[config.mk]
export PLATFORM = sky130hd
export DESIGN_NAME = cnn_result_tx
export DESIGN_NICKNAME = d
export VERILOG_FILES = /design/src/rtl/cnn_pkg.sv /design/src/rtl/cnn_byte_fifo.sv /design/src/rtl/cnn_result_tx.sv
export SDC_FILE = /design/constraint.sdc
export NUM_CORES = 1
export LEC_CHECK = 0
export CAP_MARGIN = 20
export CELL_PAD_IN_SITES_DETAIL_PLACEMENT = 1
export CELL_PAD_IN_SITES_GLOBAL_PLACEMENT = 1
export CORE_ASPECT_RATIO = 0.5
export CORE_MARGIN = 3
export CORE_UTILIZATION = 47
export CTS_BUF_LIST = sky130_fd_sc_hd__clkbuf_4 sky130_fd_sc_hd__clkbuf_8 sky130_fd_sc_hd__clkbuf_16
export CTS_CLUSTER_SIZE = 16
export DETAILED_ROUTE_END_ITERATION = 10
export PLACE_DENSITY_LB_ADDON = 0.1
export SLEW_MARGIN = 25
export SYNTH_ARGS = -nofsm -noshare
export SYNTH_HDL_FRONTEND = slang
export SYNTH_SLANG_ARGS = --single-unit
[constraint.sdc]
create_clock -name clk -period 3.04 [get_ports clk]
set_clock_uncertainty 0.2 [all_clocks]
set_input_delay 0.456 -clock clk [delete_from_list [all_inputs] [get_ports clk]]
set_output_delay 0.456 -clock clk [all_outputs]
set_load 0.1 [all_outputs]
[src/rtl/cnn_pkg.sv]
// ----------------------------------------------------------------------------
// cnn_pkg
// Shared types and constants for the CNN result transmitter.
//   tx_state_t     : transmit FSM state encoding
//   CNN_HDR_BYTE   : byte that opens every frame
//   CNN_RES_BITS   : result bits per frame (26x26 map)
//   bytes_for_bits : number of bytes needed to carry n bits
// Optional feature macro used by this slice: CNN_TX_CHECKSUM_EN
// ----------------------------------------------------------------------------
package cnn_pkg;

  typedef enum logic [2:0] {
    S_IDLE = 3'd0,
    S_HDR  = 3'd1,
    S_DATA = 3'd2,
    S_CSUM = 3'd3,
    S_DONE = 3'd4
  } tx_state_t;

  localparam logic [7:0] CNN_HDR_BYTE = 8'hA5;
  localparam int         CNN_RES_BITS = 676;

  function automatic int bytes_for_bits(input int n_bits);
    return (n_bits + 7) / 8;
  endfunction

endpackage

[src/rtl/cnn_byte_fifo.sv]
// ----------------------------------------------------------------------------
// cnn_byte_fifo
// Single-clock byte FIFO with show-ahead output (dout is the head entry).
// Ports:
//   clk, rst_n   : clock, asynchronous active-low reset
//   push, din    : write request and data (ignored when full unless a pop
//                  happens in the same cycle)
//   pop, dout    : read request (ignored when empty) and head data
//   count        : number of stored entries (0..DEPTH)
//   empty, full  : status flags
// DEPTH must be a power of 2 so the pointers wrap naturally.
// ----------------------------------------------------------------------------
module cnn_byte_fifo
  import cnn_pkg::*;
#(
  parameter int DEPTH = 16,
  parameter int WIDTH = 8
) (
  input  logic                       clk,
  input  logic                       rst_n,
  input  logic                       push,
  input  logic                       pop,
  input  logic [WIDTH-1:0]           din,
  output logic [WIDTH-1:0]           dout,
  output logic [$clog2(DEPTH+1)-1:0] count,
  output logic                       empty,
  output logic                       full
);

  localparam int AW = (DEPTH > 1) ? $clog2(DEPTH) : 1;
  localparam int CW = $clog2(DEPTH + 1);
  localparam logic [CW-1:0] FULL_CNT = CW'(DEPTH);

  logic [WIDTH-1:0] mem [DEPTH];

  logic [AW-1:0] wr_ptr_q, wr_ptr_d;
  logic [AW-1:0] rd_ptr_q, rd_ptr_d;
  logic [CW-1:0] count_q, count_d;
  logic          do_push, do_pop;

  assign empty = (count_q == '0);
  assign full  = (count_q == FULL_CNT);

  // A pop frees a slot in the same cycle, so a push against a full FIFO is
  // still accepted when it coincides with a pop.
  assign do_pop  = pop && !empty;
  assign do_push = push && (!full || do_pop);

  always_comb begin
    wr_ptr_d = wr_ptr_q;
    rd_ptr_d = rd_ptr_q;
    count_d  = count_q;
    if (do_push) begin
      wr_ptr_d = wr_ptr_q + AW'(1);
    end
    if (do_pop) begin
      rd_ptr_d = rd_ptr_q + AW'(1);
    end
    case ({do_push, do_pop})
      2'b10:   count_d = count_q + CW'(1);
      2'b01:   count_d = count_q - CW'(1);
      default: count_d = count_q;
    endcase
  end

  always_ff @(posedge clk or negedge rst_n) begin
    if (!rst_n) begin
      wr_ptr_q <= '0;
      rd_ptr_q <= '0;
      count_q  <= '0;
    end else begin
      wr_ptr_q <= wr_ptr_d;
      rd_ptr_q <= rd_ptr_d;
      count_q  <= count_d;
    end
  end

  // Storage carries no reset; validity is tracked by the pointers and count.
  always_ff @(posedge clk) begin
    if (do_push) begin
      mem[wr_ptr_q] <= din;
    end
  end

  assign dout  = mem[rd_ptr_q];
  assign count = count_q;

endmodule

[src/rtl/cnn_result_tx.sv]
// ----------------------------------------------------------------------------
// cnn_result_tx
// Packs a stream of CNN result bits into bytes (LSB first), buffers them in a
// small FIFO and hands them one at a time to a UART transmitter as a frame:
//   header byte, N_BYTES data bytes, [checksum byte].
// Ports:
//   clk, rst_n       : clock, asynchronous active-low reset
//   frm_strt         : start-of-frame pulse (only honoured when idle)
//   bit_vld, bit_in  : result bit stream; accepted when bit_vld && bit_rdy
//   bit_rdy          : transmitter can take a bit this cycle
//   trmt, tx_data    : one-cycle transmit request and the byte to send
//   tx_done          : UART finished the outstanding byte
//   busy             : a frame is in progress
//   frm_done         : one-cycle pulse once the frame has been sent
// Configuration:
//   CNN_TX_CHECKSUM_EN defined   -> a modulo-256 sum of the data bytes is
//                                   appended (frame = N_BYTES+2 bytes)
//   CNN_TX_CHECKSUM_EN undefined -> no checksum (frame = N_BYTES+1 bytes)
// ----------------------------------------------------------------------------
module cnn_result_tx
  import cnn_pkg::*;
#(
  parameter int         N_BITS     = CNN_RES_BITS,
  parameter int         FIFO_DEPTH = 16,
  parameter logic [7:0] HDR_BYTE   = CNN_HDR_BYTE
) (
  input  logic       clk,
  input  logic       rst_n,
  input  logic       frm_strt,
  input  logic       bit_vld,
  input  logic       bit_in,
  output logic       bit_rdy,
  output logic       trmt,
  output logic [7:0] tx_data,
  input  logic       tx_done,
  output logic       busy,
  output logic       frm_done
);

  localparam int N_BYTES = bytes_for_bits(N_BITS);
  localparam int BW      = $clog2(N_BITS + 1);
  localparam int YW      = $clog2(N_BYTES + 1);
  localparam int CW      = $clog2(FIFO_DEPTH + 1);

  localparam logic [BW-1:0] BIT_LAST  = BW'(N_BITS - 1);
  localparam logic [BW-1:0] BIT_END   = BW'(N_BITS);
  localparam logic [YW-1:0] BYTE_LAST = YW'(N_BYTES - 1);
  // A completed byte reaches the FIFO one cycle after its last bit, and one
  // more bit may be accepted in that cycle. Stopping at DEPTH-2 keeps one
  // slot in reserve for that in-flight byte, so nothing is ever dropped.
  localparam logic [CW-1:0] RDY_LIMIT = CW'(FIFO_DEPTH - 2);

  // FSM and transmit-side state
  tx_state_t       state_q, state_d;
  logic            outst_q, outst_d;       // a byte is with the UART
  logic [YW-1:0]   sent_cnt_q, sent_cnt_d; // data bytes acknowledged
  logic            trmt_q, trmt_d;
  logic [7:0]      tx_data_q, tx_data_d;
  logic            busy_q, busy_d;
  logic            frm_done_q, frm_done_d;
`ifdef CNN_TX_CHECKSUM_EN
  logic [7:0]      csum_q, csum_d;
`endif

  // Packer state
  logic [BW-1:0]   bit_cnt_q, bit_cnt_d;   // bits accepted this frame
  logic [2:0]      sub_cnt_q, sub_cnt_d;   // bit position inside the byte
  logic [7:0]      shift_q, shift_d;       // partially filled byte
  logic            push_q, push_d;         // deferred FIFO push
  logic [7:0]      push_byte_q, push_byte_d;

  logic            bit_accept;
  logic [7:0]      packed_byte;

  // FIFO interface
  logic            fifo_pop;
  logic [7:0]      fifo_dout;
  logic [CW-1:0]   fifo_count;
  logic            fifo_empty;
  logic            fifo_full;

  cnn_byte_fifo #(
    .DEPTH (FIFO_DEPTH),
    .WIDTH (8)
  ) u_fifo (
    .clk   (clk),
    .rst_n (rst_n),
    .push  (push_q),
    .pop   (fifo_pop),
    .din   (push_byte_q),
    .dout  (fifo_dout),
    .count (fifo_count),
    .empty (fifo_empty),
    .full  (fifo_full)
  );

  // Derived only from flops, so it is glitch-free and low during reset.
  assign bit_rdy = busy_q && (bit_cnt_q < BIT_END) &&
                   (fifo_count <= RDY_LIMIT) && !fifo_full;

  assign bit_accept = bit_vld && bit_rdy;

  // Current partial byte with the incoming bit dropped into its slot; the
  // bits above the slot are still zero from the previous clear.
  always_comb begin
    packed_byte = shift_q;
    packed_byte[sub_cnt_q] = bit_in;
  end

  always_comb begin
    state_d     = state_q;
    outst_d     = outst_q;
    sent_cnt_d  = sent_cnt_q;
    trmt_d      = 1'b0;
    tx_data_d   = tx_data_q;
    frm_done_d  = 1'b0;
    bit_cnt_d   = bit_cnt_q;
    sub_cnt_d   = sub_cnt_q;
    shift_d     = shift_q;
    push_d      = 1'b0;
    push_byte_d = push_byte_q;
    fifo_pop    = 1'b0;
`ifdef CNN_TX_CHECKSUM_EN
    csum_d      = csum_q;
`endif

    // Packer: runs whenever a bit is accepted, independent of FSM state.
    if (bit_accept) begin
      bit_cnt_d = bit_cnt_q + BW'(1);
      sub_cnt_d = sub_cnt_q + 3'd1;
      shift_d   = packed_byte;
      if (sub_cnt_q == 3'd7 || bit_cnt_q == BIT_LAST) begin
        push_d      = 1'b1;
        push_byte_d = packed_byte;
        shift_d     = '0;
        sub_cnt_d   = '0;
      end
    end

    case (state_q)
      S_IDLE: begin
        if (frm_strt) begin
          state_d    = S_HDR;
          bit_cnt_d  = '0;
          sub_cnt_d  = '0;
          shift_d    = '0;
          sent_cnt_d = '0;
`ifdef CNN_TX_CHECKSUM_EN
          csum_d     = '0;
`endif
          trmt_d     = 1'b1;
          tx_data_d  = HDR_BYTE;
          outst_d    = 1'b1;
        end
      end

      S_HDR: begin
        if (outst_q && tx_done) begin
          outst_d = 1'b0;
          state_d = S_DATA;
        end
      end

      S_DATA: begin
        if (outst_q) begin
          if (tx_done) begin
            outst_d    = 1'b0;
            sent_cnt_d = sent_cnt_q + YW'(1);
            if (sent_cnt_q == BYTE_LAST) begin
`ifdef CNN_TX_CHECKSUM_EN
              // The sum already covers every popped byte, so the checksum
              // can be launched straight away.
              state_d   = S_CSUM;
              trmt_d    = 1'b1;
              tx_data_d = csum_q;
              outst_d   = 1'b1;
`else
              state_d   = S_DONE;
`endif
            end
          end
        end else if (!fifo_empty) begin
          fifo_pop  = 1'b1;
          tx_data_d = fifo_dout;
          trmt_d    = 1'b1;
          outst_d   = 1'b1;
`ifdef CNN_TX_CHECKSUM_EN
          csum_d    = csum_q + fifo_dout;
`endif
        end
      end

`ifdef CNN_TX_CHECKSUM_EN
      S_CSUM: begin
        if (outst_q && tx_done) begin
          outst_d = 1'b0;
          state_d = S_DONE;
        end
      end
`endif

      S_DONE: begin
        frm_done_d = 1'b1;
        state_d    = S_IDLE;
      end

      default: begin
        state_d = S_IDLE;
      end
    endcase

    busy_d = (state_d != S_IDLE);
  end

  always_ff @(posedge clk or negedge rst_n) begin
    if (!rst_n) begin
      state_q     <= S_IDLE;
      outst_q     <= 1'b0;
      sent_cnt_q  <= '0;
      trmt_q      <= 1'b0;
      tx_data_q   <= '0;
      busy_q      <= 1'b0;
      frm_done_q  <= 1'b0;
      bit_cnt_q   <= '0;
      sub_cnt_q   <= '0;
      shift_q     <= '0;
      push_q      <= 1'b0;
      push_byte_q <= '0;
`ifdef CNN_TX_CHECKSUM_EN
      csum_q      <= '0;
`endif
    end else begin
      state_q     <= state_d;
      outst_q     <= outst_d;
      sent_cnt_q  <= sent_cnt_d;
      trmt_q      <= trmt_d;
      tx_data_q   <= tx_data_d;
      busy_q      <= busy_d;
      frm_done_q  <= frm_done_d;
      bit_cnt_q   <= bit_cnt_d;
      sub_cnt_q   <= sub_cnt_d;
      shift_q     <= shift_d;
      push_q      <= push_d;
      push_byte_q <= push_byte_d;
`ifdef CNN_TX_CHECKSUM_EN
      csum_q      <= csum_d;
`endif
    end
  end

  assign trmt     = trmt_q;
  assign tx_data  = tx_data_q;
  assign busy     = busy_q;
  assign frm_done = frm_done_q;

endmodule

# ---- After elaboration in Yosys (flattened, before gate mapping)
# Memories as Yosys holds them, arrays and structs flattened.
# Cells that the tools add are included.
dict set report totals {
  out_inout_bits 12
  mem_bits_rw 128
  ff_bits 65
  mem_count 1
}
dict set report op_classes {
  n_eq_ne 15
  order_cmp 4
  n_addsub 7
  n_mux 44
  reduce_logical 22
}
# memory depth width read_ports rd_clocked_by_memory_dff wr line_no
set mem_list {}
lappend mem_list {u_fifo.mem 16 8 1 0 1 cnn_byte_fifo.sv:34} ;# logic [WIDTH-1:0] mem [DEPTH];
# op count
set op_table {}
lappend op_table {{two-way mux 8 bit} 7}
lappend op_table {{two-way mux 10 bit} 3}
lappend op_table {{two-way mux 3 bit} 9}
lappend op_table {{two-way mux 7 bit} 3}
lappend op_table {{one-hot mux 8 bit (2 select lines)} 1}
lappend op_table {{two-way mux 1 bit} 14}
lappend op_table {{one-hot mux 7 bit (2 select lines)} 1}
lappend op_table {{!= test 2 bit (second input constant)} 6}
lappend op_table {{adder 10 x 1 -> 10 bit (second input constant)} 1}
lappend op_table {{equality test 10 bit (second input constant)} 1}
lappend op_table {{< comparator 10 bit (second input constant)} 1}
lappend op_table {{one-hot mux 5 bit (2 select lines)} 1}
lappend op_table {{one-hot mux 3 bit (3 select lines)} 1}
lappend op_table {{adder 4 x 1 -> 4 bit (second input constant)} 2}
lappend op_table {{bitwise mux 8 bit} 1}
lappend op_table {{logical AND 1 bit} 8}
lappend op_table {{AND reduction 4 bit} 2}
lappend op_table {{adder 7 x 1 -> 7 bit (second input constant)} 1}
lappend op_table {{equality test 7 bit (second input constant)} 1}
lappend op_table {{equality test 3 bit (second input constant)} 2}
lappend op_table {{nonzero test 3 bit} 2}
lappend op_table {{adder 5 x 1 -> 5 bit (second input constant)} 1}
lappend op_table {{equality test 5 bit (second input constant)} 1}
lappend op_table {{less-or-equal comparator 5 x 4 -> 1 bit (second input constant)} 1}
lappend op_table {{18 further kinds} 21}

# ---- Logic depth before layout (Yosys ltp)
dict set report depth {
  ltp_word 9
  ltp_mapped 13
}

# ---- By module
# Synthesis repeated with hierarchy kept, for this count alone.
dict set report unflattened {
  hier_cells 576
  hier_area_um2 8506.9
}
# module area_each_um2 instances cells_each seq_area_each_um2
set modules_own_cells {}
lappend modules_own_cells {cnn_byte_fifo 5774.3 1 301 4169.0}
lappend modules_own_cells {cnn_result_tx 2732.6 1 275 1301.2}

# ---- Worst setup path before layout
# Ideal clock, no wire load.
dict set report synth_timing {
  path_kind {flip-flop to flip-flop}
  start {register u_fifo.count_q[2], in the netlist u_fifo.count[2]}
  end {register u_fifo.count_q[4], in the netlist u_fifo.count[4]}
  setup_ns 0.080
  setup_slack_ns -0.282
  required_ns 2.760
  stages_incl_launch_ff 13
  synth_period_minus_slack_ns 3.322
  t_arrival_ns 3.042
  cell_sequence {dfrtp_1 -> buf_6 -> or4_4 -> o31a_4 -> inv_2 -> ha_1 -> clkbuf_1 -> xor2_1 -> ha_1 -> a21boi_0 -> o32ai_1 -> nor4b_1 -> xnor2_1}
}
dict set report synth_via {
  elab_chain_len 9
  word_cells_on_any_way 16
}
# item line_no
set synth_lines {}
lappend synth_lines {{from (decl)} cnn_byte_fifo.sv:38} ;# logic [CW-1:0] count_q, count_d;
lappend synth_lines {{from (signal assigned)} cnn_byte_fifo.sv:74} ;# count_q <= count_d;
lappend synth_lines {{zero test 5 bit} cnn_byte_fifo.sv:41} ;# assign empty = (count_q == '0);
lappend synth_lines {{two-way mux 1 bit} cnn_result_tx.sv:182} ;# end else if (!fifo_empty) begin
lappend synth_lines {{two-way mux 1 bit} cnn_result_tx.sv:165} ;# if (outst_q) begin
lappend synth_lines {{two-way mux 1 bit} cnn_result_tx.sv:140} ;# case (state_q)
lappend synth_lines {{logical AND 1 bit} cnn_byte_fifo.sv:46} ;# assign do_pop = pop && !empty;
lappend synth_lines {{logical OR 1 bit} cnn_byte_fifo.sv:47} ;# assign do_push = push && (!full || do_pop);
lappend synth_lines {{logical AND 1 bit} cnn_byte_fifo.sv:47}
lappend synth_lines {{equality test 2 x 1 -> 1 bit / equality test 2 bit (equally long branches)} cnn_byte_fifo.sv:59} ;# case ({do_push, do_pop})
lappend synth_lines {{one-hot mux 5 bit (2 select lines) / nonzero test 2 bit (equally long branches)} --}
# Several ways; a longest one is shown, not always the timed one.
# A chain may end at the register's enable or synchronous reset.

# ---- Final worst setup path
dict set report layout_timing {
  start {register u_fifo.count_q[1], in the netlist u_fifo.count[1]}
  end {register u_fifo.count_q[4], in the netlist u_fifo.count[4]}
}
# Same word-level chain as after synthesis.

==> impl_metrics.ini <==
[outcome]
outcome = completed

[route]
drt_iter0_drc = 317
post-route-drc-count = 0
vias_per_cell = 5.95
wl_met3_um = 883
drt-total-wl_um = 19900
wl_met1_um = 9270
top_layer_used = met4
wl_met2_um = 9510
dr.pass1.iters = 5
wl_per_cell_um = 23.0
drtAntennaViolNets = 0
vias = 5131

[worst_setup_path]
crit_path_max_fanout = 4
crit_slowest_cell = or4_4
timing.rr.start = u_fifo.count[1]
end_kind = flip-flop
setup.worst_path.start = u_fifo.count[1]
worstPathRequired_ns = 3.16
arrival_ns = 3.05
worstPathCellList = or4_4 > o31a_4 > inv_4 > ha_4 > xor2_2 > ha_2 > a21boi_4 > o32ai_4 > nor4b_2 > xnor2_1
r2r_end = u_fifo.count[4]
r2r_setup_slack_ns = 0.11
critPathKind = flip-flop to flip-flop
cp-start-kind = flip-flop
slowest_delay_ns = 0.56
reg2reg_depth = 10
endpoint = u_fifo.count[4]

[final_layout]
area_growth_pct = 15.7
final_nets = 643
num_antenna_cells = 0
drive_above_1_share_pct = 22.5

[power_and_ir_drop]
pwr-share-clk_pct = 29.5
p_per_area_nw_per_um2 = 822
p_leak_nw = 3.59
peakVddDrop_mv = 0.556
switching_share_pct = 34.6
comb_power_share_pct = 24.7
seq_power_share_pct = 45.8
p_int_mw = 5.26
switchingPower_mw = 2.78
total_power_mw = 8.04

[timing]
finalSetupViolCount = 0
fin_setup_tns_ns = 0
fin_hold_ws_ns = 0.318
relSlewSlack_pct = 37.6
worstMarginPinSlew_ns = 0.932
fmax_ghz = 0.341
period_share_pct = 96.3
period_minus_slack_ns = 2.93
finalMaxSlewViolations = 0
hold_viol_final = 0

[floorplanning]
core_area_um2 = 17000
die_x_um = 196
initial_core_util_pct = 49.8
die_area_um2 = 19800
num_rows = 33
io_pins = 18
die_h_um = 101

[yosys]
synth_seq_cells = 193
synth.most_common_cell = edfxtp_1
ys_seq_area_share_pct = 64.6
synthTopCellsByCount = 128 x edfxtp_1, 65 x dfrtp_1, 34 x nand2_1
syn_area_per_cell_um2 = 14.5
syn_nets = 603
synth-main-ff-cell = edfxtp_1
syn_area_um2 = 8460
synth_area_leader_cell = edfxtp_1
syn_inst = 583
synth_edf_count = 128
async_flop_share_pct = 33.7
synth_top_area_share_pct = 45.4
yosys-top-cells-area = edfxtp_1 45%, dfrtp_1 19%, mux4_2 6.7%
yosys_warnings = 0
synthDistinctLibCells = 61

[clocking]
cts_tree = yes
clk_pin_slew_worst_paths_ns = 0.08
htreeDepth = 4
clk_latency_ns = 0.44
cts_buffer_depth = 2
cts_buffers = 17
cts-root-buf = clkbuf_16
cts_sinks = 193

[hold_path]
hold_path_class = flip-flop to flip-flop
holdPathStages = 2

[place]
port_buffers = 17
hpwlAfterDp_um = 12900
gp_congestion = 0.800

[global_route]
antenna_found_initial = 0
grt_pass1_wl_um = 31200
grt_overflow = 0
grtUsageTotal_pct = 21.0
grt_pass1_vias = 5295
grt_max_degree = 49

[job]
maxCapViolations = 0
[area by class of cell]
cell class,count,area [um^2]
multi-input combinational,330,2830
clock inverter,14,191
sequential,193,5470
timing repair buffer,57,490
tap,227,284
fill,1632,7220
inverter,24,92.6
clock buffer,18,433
[power groups by stage]
stage               sequential, mW  combinational, mW  clock [mW]
floorplan                     3.85               1.13           0
global placement              3.71               1.90           0
detailed placement            3.74               1.93           0
CTS                           3.68               1.96        2.42
global route                  3.75               2.15        2.52
finish                        3.68               1.99        2.38
[cell families (layout without fill, tap and decap cells)]
kind of cell | after synthesis | after routing | synth area share [%]
compound gates | 87 | 87 | 7.18
xor+xnor | 14 | 14 | 1.45
fa+ha+maj | 14 | 14 | 2.07
buf+inv | 60 | 113 | 3.15
flops | 193 | 193 | 64.6
mux | 66 | 66 | 11.6
simple gates | 149 | 149 | 9.89
[sequential cells by signal, indices dropped and copies added, names as in the netlist, 3 cells and up]
signal and flops:
u_fifo.wr_ptr_q 4, u_fifo.count 5, state_q 3, u_fifo.mem 128
shift_q 8, sub_cnt_q 3, bit_cnt_q 10, u_fifo.rd_ptr_q 4
sent_cnt_q 7, push_byte_q 8, tx_data 8
[cell usage in the layout, fill, tap and decap left out, types with 10 or more instances in the layout]
| master | count |
|---|---|
| mux4_2 | 25 |
| o22ai_1 | 12 |
| nand3_1 | 13 |
| edfxtp_1 | 128 |
| clkbuf_16 | 17 |
| nor2_1 | 18 |
| mux2i_1 | 32 |
| and2_1 | 10 |
| nor3_1 | 10 |
| inv_1 | 23 |
| ha_1 | 11 |
| buf_4 | 48 |
| o21ai_0 | 13 |
| dfrtp_1 | 64 |
| nand2_1 | 34 |
| a21oi_1 | 15 |
[timing repair]
| action | 4_1_cts | 5_1_grt |
|---|---|---|
| pin swaps | 0 | 5 |
| buffers inserted | 0 | 4 |
| endpoints found under the hold margin | 47 | 0 |
| setup endpoints to repair | 1 | 1 |
| resized for setup | 3 | 11 |
| hold buffers | 1 | 0 |
[worst min path at each step]
| stage | from | endpoint |
|---|---|---|
| finish | tx_data[1] | tx_data[1] |
| global route | tx_data[4] | tx_data[4] |
| CTS | tx_data[1] | tx_data[1] |
| detailed placement | tx_data[1] | tx_data[1] |
| global placement | tx_data[3] | tx_data[3] |
| floorplan | rst_n | bit_cnt_q[0] |
[routing by layer]
metal | GRT usage, % | up-vias
li1 | - | 2315
met1 | 30.1 | 2682
met5 | 0 | -
met2 | 33.8 | 115
met4 | 5.09 | 0
met3 | 4.04 | 19
[through the flow]
step                      cell area (um^2)  utilization (%)  setup WS, ns  std cells
after floorplan                       8470                -        -0.149        583
after global placement                9050             53.2        0.0579        826
after detailed placement              9050             53.2       -0.0752        826
after CTS                             9700             57.0        0.0117        859
after global routing                  9790             57.5       -0.0380        863
final                                 9790             57.5         0.111        863
[worst max-delay path: cells and delay by family, from the launching register on]
kind,cells,cell delay [ns]
compound gates,3,0.61
xor+xnor,2,0.28
fa+ha+maj,2,0.39
buf+inv,1,0.07
flops,1,0.39
simple gates,2,0.87
No activity file was read; power rests on OpenSTA's default activity.
